**src/rtl/uart_tx_arbiter.sv**
```systemverilog
// Round-robin arbiter that lets several requesters share one UART transmitter.
// It captures the winner's byte, launches a frame, and watches tx_busy for the handshake and the timeout.
module uart_tx_arbiter #(
   parameter int NREQ      = 4,
   parameter int DATAWIDTH = 8,
   parameter int TIMEOUT   = 4
) (
   input  logic                      baud_clk,
   input  logic                      reset_n,
   input  logic [NREQ-1:0]           req,
   input  logic [NREQ*DATAWIDTH-1:0] req_data,
   output logic [NREQ-1:0]           gnt,
   output logic [DATAWIDTH-1:0]      tx_data,
   output logic                      tx_start,
   input  logic                      tx_busy,
   output logic [$clog2(NREQ)-1:0]   tx_owner,
   output logic                      frame_done,
   output logic                      tx_err
);

   localparam int OW = $clog2(NREQ);
   localparam int CW = $clog2(TIMEOUT + 1);

   typedef enum logic [1:0] {
      IDLE,
      WAIT_BUSY,
      WAIT_DONE
   } state_t;

   state_t                state_q, state_d;
   logic [CW-1:0]         cnt_q, cnt_d;
   logic [OW-1:0]         ptr_q, ptr_d;
   logic [NREQ-1:0]       gnt_q, gnt_d;
   logic [DATAWIDTH-1:0]  tx_data_q, tx_data_d;
   logic                  tx_start_q, tx_start_d;
   logic [OW-1:0]         tx_owner_q, tx_owner_d;
   logic                  frame_done_q, frame_done_d;
   logic                  tx_err_q, tx_err_d;

   logic                  found;
   logic [OW-1:0]         win;
   logic [OW-1:0]         cand;

   // Search starts just past the last winner, so the most recent owner has lowest priority.
   always_comb begin
      found = 1'b0;
      win   = '0;
      cand  = '0;
      for (int k = 1; k <= NREQ; k++) begin
         cand = OW'((int'(ptr_q) + k) % NREQ);
         if (!found && req[cand]) begin
            found = 1'b1;
            win   = cand;
         end
      end
   end

   always_comb begin
      state_d      = state_q;
      cnt_d        = cnt_q;
      ptr_d        = ptr_q;
      gnt_d        = '0;
      tx_data_d    = tx_data_q;
      tx_start_d   = 1'b0;
      tx_owner_d   = tx_owner_q;
      frame_done_d = 1'b0;
      tx_err_d     = 1'b0;

      case (state_q)
         IDLE: begin
            if (found && !tx_busy) begin
               gnt_d[win] = 1'b1;
               tx_data_d  = req_data[win*DATAWIDTH +: DATAWIDTH];
               tx_start_d = 1'b1;
               tx_owner_d = win;
               ptr_d      = win;
               cnt_d      = '0;
               state_d    = WAIT_BUSY;
            end
         end
         WAIT_BUSY: begin
            if (tx_busy) begin
               cnt_d   = '0;
               state_d = WAIT_DONE;
            end else if (cnt_q == CW'(TIMEOUT - 1)) begin
               // The counter's final step lands on TIMEOUT, so the error is flagged and the count restarts.
               cnt_d    = '0;
               tx_err_d = 1'b1;
               state_d  = IDLE;
            end else begin
               cnt_d = cnt_q + 1'b1;
            end
         end
         WAIT_DONE: begin
            if (!tx_busy) begin
               frame_done_d = 1'b1;
               state_d      = IDLE;
            end
         end
         default: state_d = IDLE;
      endcase
   end

   always_ff @(posedge baud_clk or posedge reset_n) begin
      if (reset_n) begin
         state_q      <= IDLE;
         cnt_q        <= '0;
         ptr_q        <= OW'(NREQ - 1);
         gnt_q        <= '0;
         tx_data_q    <= '0;
         tx_start_q   <= 1'b0;
         tx_owner_q   <= '0;
         frame_done_q <= 1'b0;
         tx_err_q     <= 1'b0;
      end else begin
         state_q      <= state_d;
         cnt_q        <= cnt_d;
         ptr_q        <= ptr_d;
         gnt_q        <= gnt_d;
         tx_data_q    <= tx_data_d;
         tx_start_q   <= tx_start_d;
         tx_owner_q   <= tx_owner_d;
         frame_done_q <= frame_done_d;
         tx_err_q     <= tx_err_d;
      end
   end

   assign gnt        = gnt_q;
   assign tx_data    = tx_data_q;
   assign tx_start   = tx_start_q;
   assign tx_owner   = tx_owner_q;
   assign frame_done = frame_done_q;
   assign tx_err     = tx_err_q;

endmodule

```
**config.mk**
```make
export PLATFORM = sky130hd
export DESIGN_NAME = uart_tx_arbiter
export DESIGN_NICKNAME = d
export VERILOG_FILES = /design/src/rtl/uart_tx_arbiter.sv
export SDC_FILE = /design/constraint.sdc
export NUM_CORES = 1
export LEC_CHECK = 0
export BUFFER_PORTS_ARGS = -buffer_cell sky130_fd_sc_hd__buf_2
export CELL_PAD_IN_SITES_DETAIL_PLACEMENT = 1
export CELL_PAD_IN_SITES_GLOBAL_PLACEMENT = 2
export CORE_UTILIZATION = 28
export DETAILED_ROUTE_END_ITERATION = 8
export PLACE_DENSITY = 0.88
export SLEW_MARGIN = 20
export SYNTH_ARGS = -nofsm -noshare
export SYNTH_HDL_FRONTEND = slang
export SYNTH_SLANG_ARGS = --single-unit
```
**constraint.sdc**
```tcl
create_clock -name baud_clk -period 4.8 [get_ports baud_clk]
set_input_delay 0.24 -clock baud_clk [delete_from_list [all_inputs] [get_ports baud_clk]]
set_output_delay 0.24 -clock baud_clk [all_outputs]
set_load 0.01 [all_outputs]
```
==> out/summary.txt <==
Status = complete, no violations
CTS Root Cell = clkbuf_8
Post-synthesis average cell area = 9.67 um^2
Critical path cell sequence = nor2b_1 -> o21ai_2 -> and3_1 -> a211oi_1 -> a211oi_1
DR vias = 1134
Initial antenna violation count = 0
Die area = 4760 um^2
Gpl congestion = 0.741
Total power = 0.842 mW
Setup TNS = 0 ns
Power per Cell Area = 521 nW/um^2
Worst Reg-to-Reg Cells = 5
Die width = 69.0 um
CTS clk-pin slew, worst paths = 0.08 ns
Post-synth top flop = dfrtp_1
Post-Synthesis Cells = 130
Syn_nets = 170
Share of cells above drive strength 1 = 36.4%
Core Footprint = 4320 um^2
Clk_skew = 0.00375 ns
Internal reg-to-reg setup slack = 2.49 ns
First-pass GRT wire length = 5710 um
PortBufs = 55
Yosys cell types = 35
Hold buffers post-CTS = 0
Slowest-stage cell, CP = and3_1
Crit end category = register
Top Ports = 56
Worst Tran Pin Value = 0.940 ns
WS Path Type = reg2reg
Total wire length = 3260 um
Largest stage delay on the critical path = 0.83 ns
Vias per cell = 4.81
Vias in the first global route = 1212
Crit path time final = 2.31 ns
Final HPWL DP = 2530 um
Area Overhead vs Synth = 28.6%
Nets = 225
DRC viols = 0
CP Data Arrival Time = 2.49 ns
Final Setup Violations = 0
HP Class = in2async
Clk sinks = 24
Setup ws final = 2.49 ns
Largest net degree at the start of global routing = 25
Worst-path fanout max = 22
Reg2reg start = ptr_q[0]$_DFFE_PP1P_
Critical Path Source Type = register
Register area share after synthesis = 48.0%
Final period util = 48.1%
Post-Synthesis Cell Area = 1260 um^2
Worst path most repeated cell = a211oi_1
Ys async rst share = 100%
Number of max-cap violations = 0
DRT Pass-1 Iters = 4
Hold_ws = 0.173 ns
Clk buf depth = 2
Synth warn = 0
CTS tree = done
Final Slew Violations = 0
Fin. Hold Viols = 0
ANT nets after route = 0
Required time of the critical path = 4.98 ns
Most frequent cells in the layout = buf_2 (55), dfrtp_1 (22), nor2_1 (18)
Clk Latency, worst-skew pair = 0.26 ns
Flops & latches, synth = 24
H-Tree Depth = 1
GRT Overall Usage = 14.8%
Die height = 69.0 um
Post-synth EDFFs = 0
Worst r2r dst = tx_data[0]$_DFFE_PP0P_
Maximum clock rate = 433 MHz
Cts bufs inserted = 3
Peak VDD IR = 155 uV
RSZ-0062 raised after global routing = no
Post-CTS setup repair buffer count = 0
DRT iter0 DRCs = 37
Residual overflow from global routing = 0
Commonest non-fill, non-tap cell in the layout = buf_2
Diode count = 0
Leakage power = 0.823 nW
Post-CTS sizing = 0
Dpl ws = 2.48 ns
WL/cell = 13.8 um
Row count = 24
Relative slew slack = 37.2%
Starting Density = 29.1%
metrics by stage:
stage	util (%)	cells	cell area, um^2
2_1_floorplan	-	130	1260
3_3_place_gp	36.1	232	1560
3_5_place_dp	36.1	232	1560
4_1_cts	37.4	236	1620
5_1_grt	37.4	236	1620
6_report	37.4	236	1620
cells in the mapped netlist, types with 2 or more instances:
master | instances | area, um^2
and3_1 | 2 | 12.5
a21oi_1 | 2 | 10.0
inv_1 | 12 | 45.0
dfrtp_1 | 22 | 551
mux2i_1 | 8 | 80.1
a31oi_1 | 8 | 50.1
nor2_1 | 18 | 67.6
nor2b_1 | 4 | 25.0
nand2_1 | 6 | 22.5
o21ai_1 | 2 | 10.0
nand2b_1 | 2 | 12.5
dfstp_2 | 2 | 52.6
a211oi_1 | 16 | 120
o21ai_0 | 3 | 15.0
buf_2 | 2 | 10.0
and2_1 | 2 | 12.5
flip-flops by register name, indices dropped and copies added (netlist names):
| name | cells |
|---|---|
| tx_start | 1 |
| tx_data | 8 |
| gnt | 4 |
| tx_owner | 2 |
| tx_err | 1 |
| frame_done | 1 |
| state_q | 2 |
| ptr_q | 2 |
| cnt_q | 3 |
where the power goes:
group          switching (mW)  internal, mW  total [mW]
Clock                  0.0632        0.0732       0.136
Combinational           0.213         0.154       0.367
Sequential             0.0528         0.286       0.339
per-layer routing:
metal  wire, um  GRT usage [%]
met1       1540           20.3
met4         27           3.40
met5          0              0
met3        191           3.07
met2       1500           23.8
layout make-up:
cell class / count / area, um^2
Clock buffer: 4 / 55.1
Fill cell: 561 / 2710
Inverter: 13 / 48.8
Multi-Input combinational cell: 88 / 569
Sequential cell: 24 / 603
Tap cell: 52 / 65.1
Timing Repair Buffer: 55 / 275
how the worst max path moves through the flow:
stage	from	endpoint	cells after the start
3_3_place_gp	ptr_q[0]$_DFFE_PP1P_	tx_data[0]$_DFFE_PP0P_	5
4_1_cts	ptr_q[0]$_DFFE_PP1P_	tx_data[1]$_DFFE_PP0P_	5
5_1_grt	ptr_q[0]$_DFFE_PP1P_	tx_data[0]$_DFFE_PP0P_	5
6_report	ptr_q[0]$_DFFE_PP1P_	tx_data[0]$_DFFE_PP0P_	5
2_1_floorplan	ptr_q[0]$_DFFE_PP1P_	tx_data[0]$_DFFE_PP0P_	7
3_5_place_dp	ptr_q[0]$_DFFE_PP1P_	tx_data[1]$_DFFE_PP0P_	5
worst max-delay path, delay by kind of cell (launching register included):
family           cells  cell delay, ns
AO/OA/AOI/OAI        3            0.77
flip-flops           1            0.55
AND/OR/NAND/NOR      2            0.89
logic make-up (layout without fill, tap and decap cells):
| group | after synthesis | in the layout | synth area share [%] |
|---|---|---|---|
| fa+ha+maj | 1 | 1 | 0.995 |
| xor+xnor | 1 | 1 | 0.697 |
| flops | 24 | 24 | 48.0 |
| buf+inv | 18 | 72 | 6.77 |
| mux | 8 | 8 | 6.37 |
| simple gates | 41 | 41 | 16.2 |
| compound gates | 37 | 37 | 21.0 |
Power figures use the tool's default switching activity.
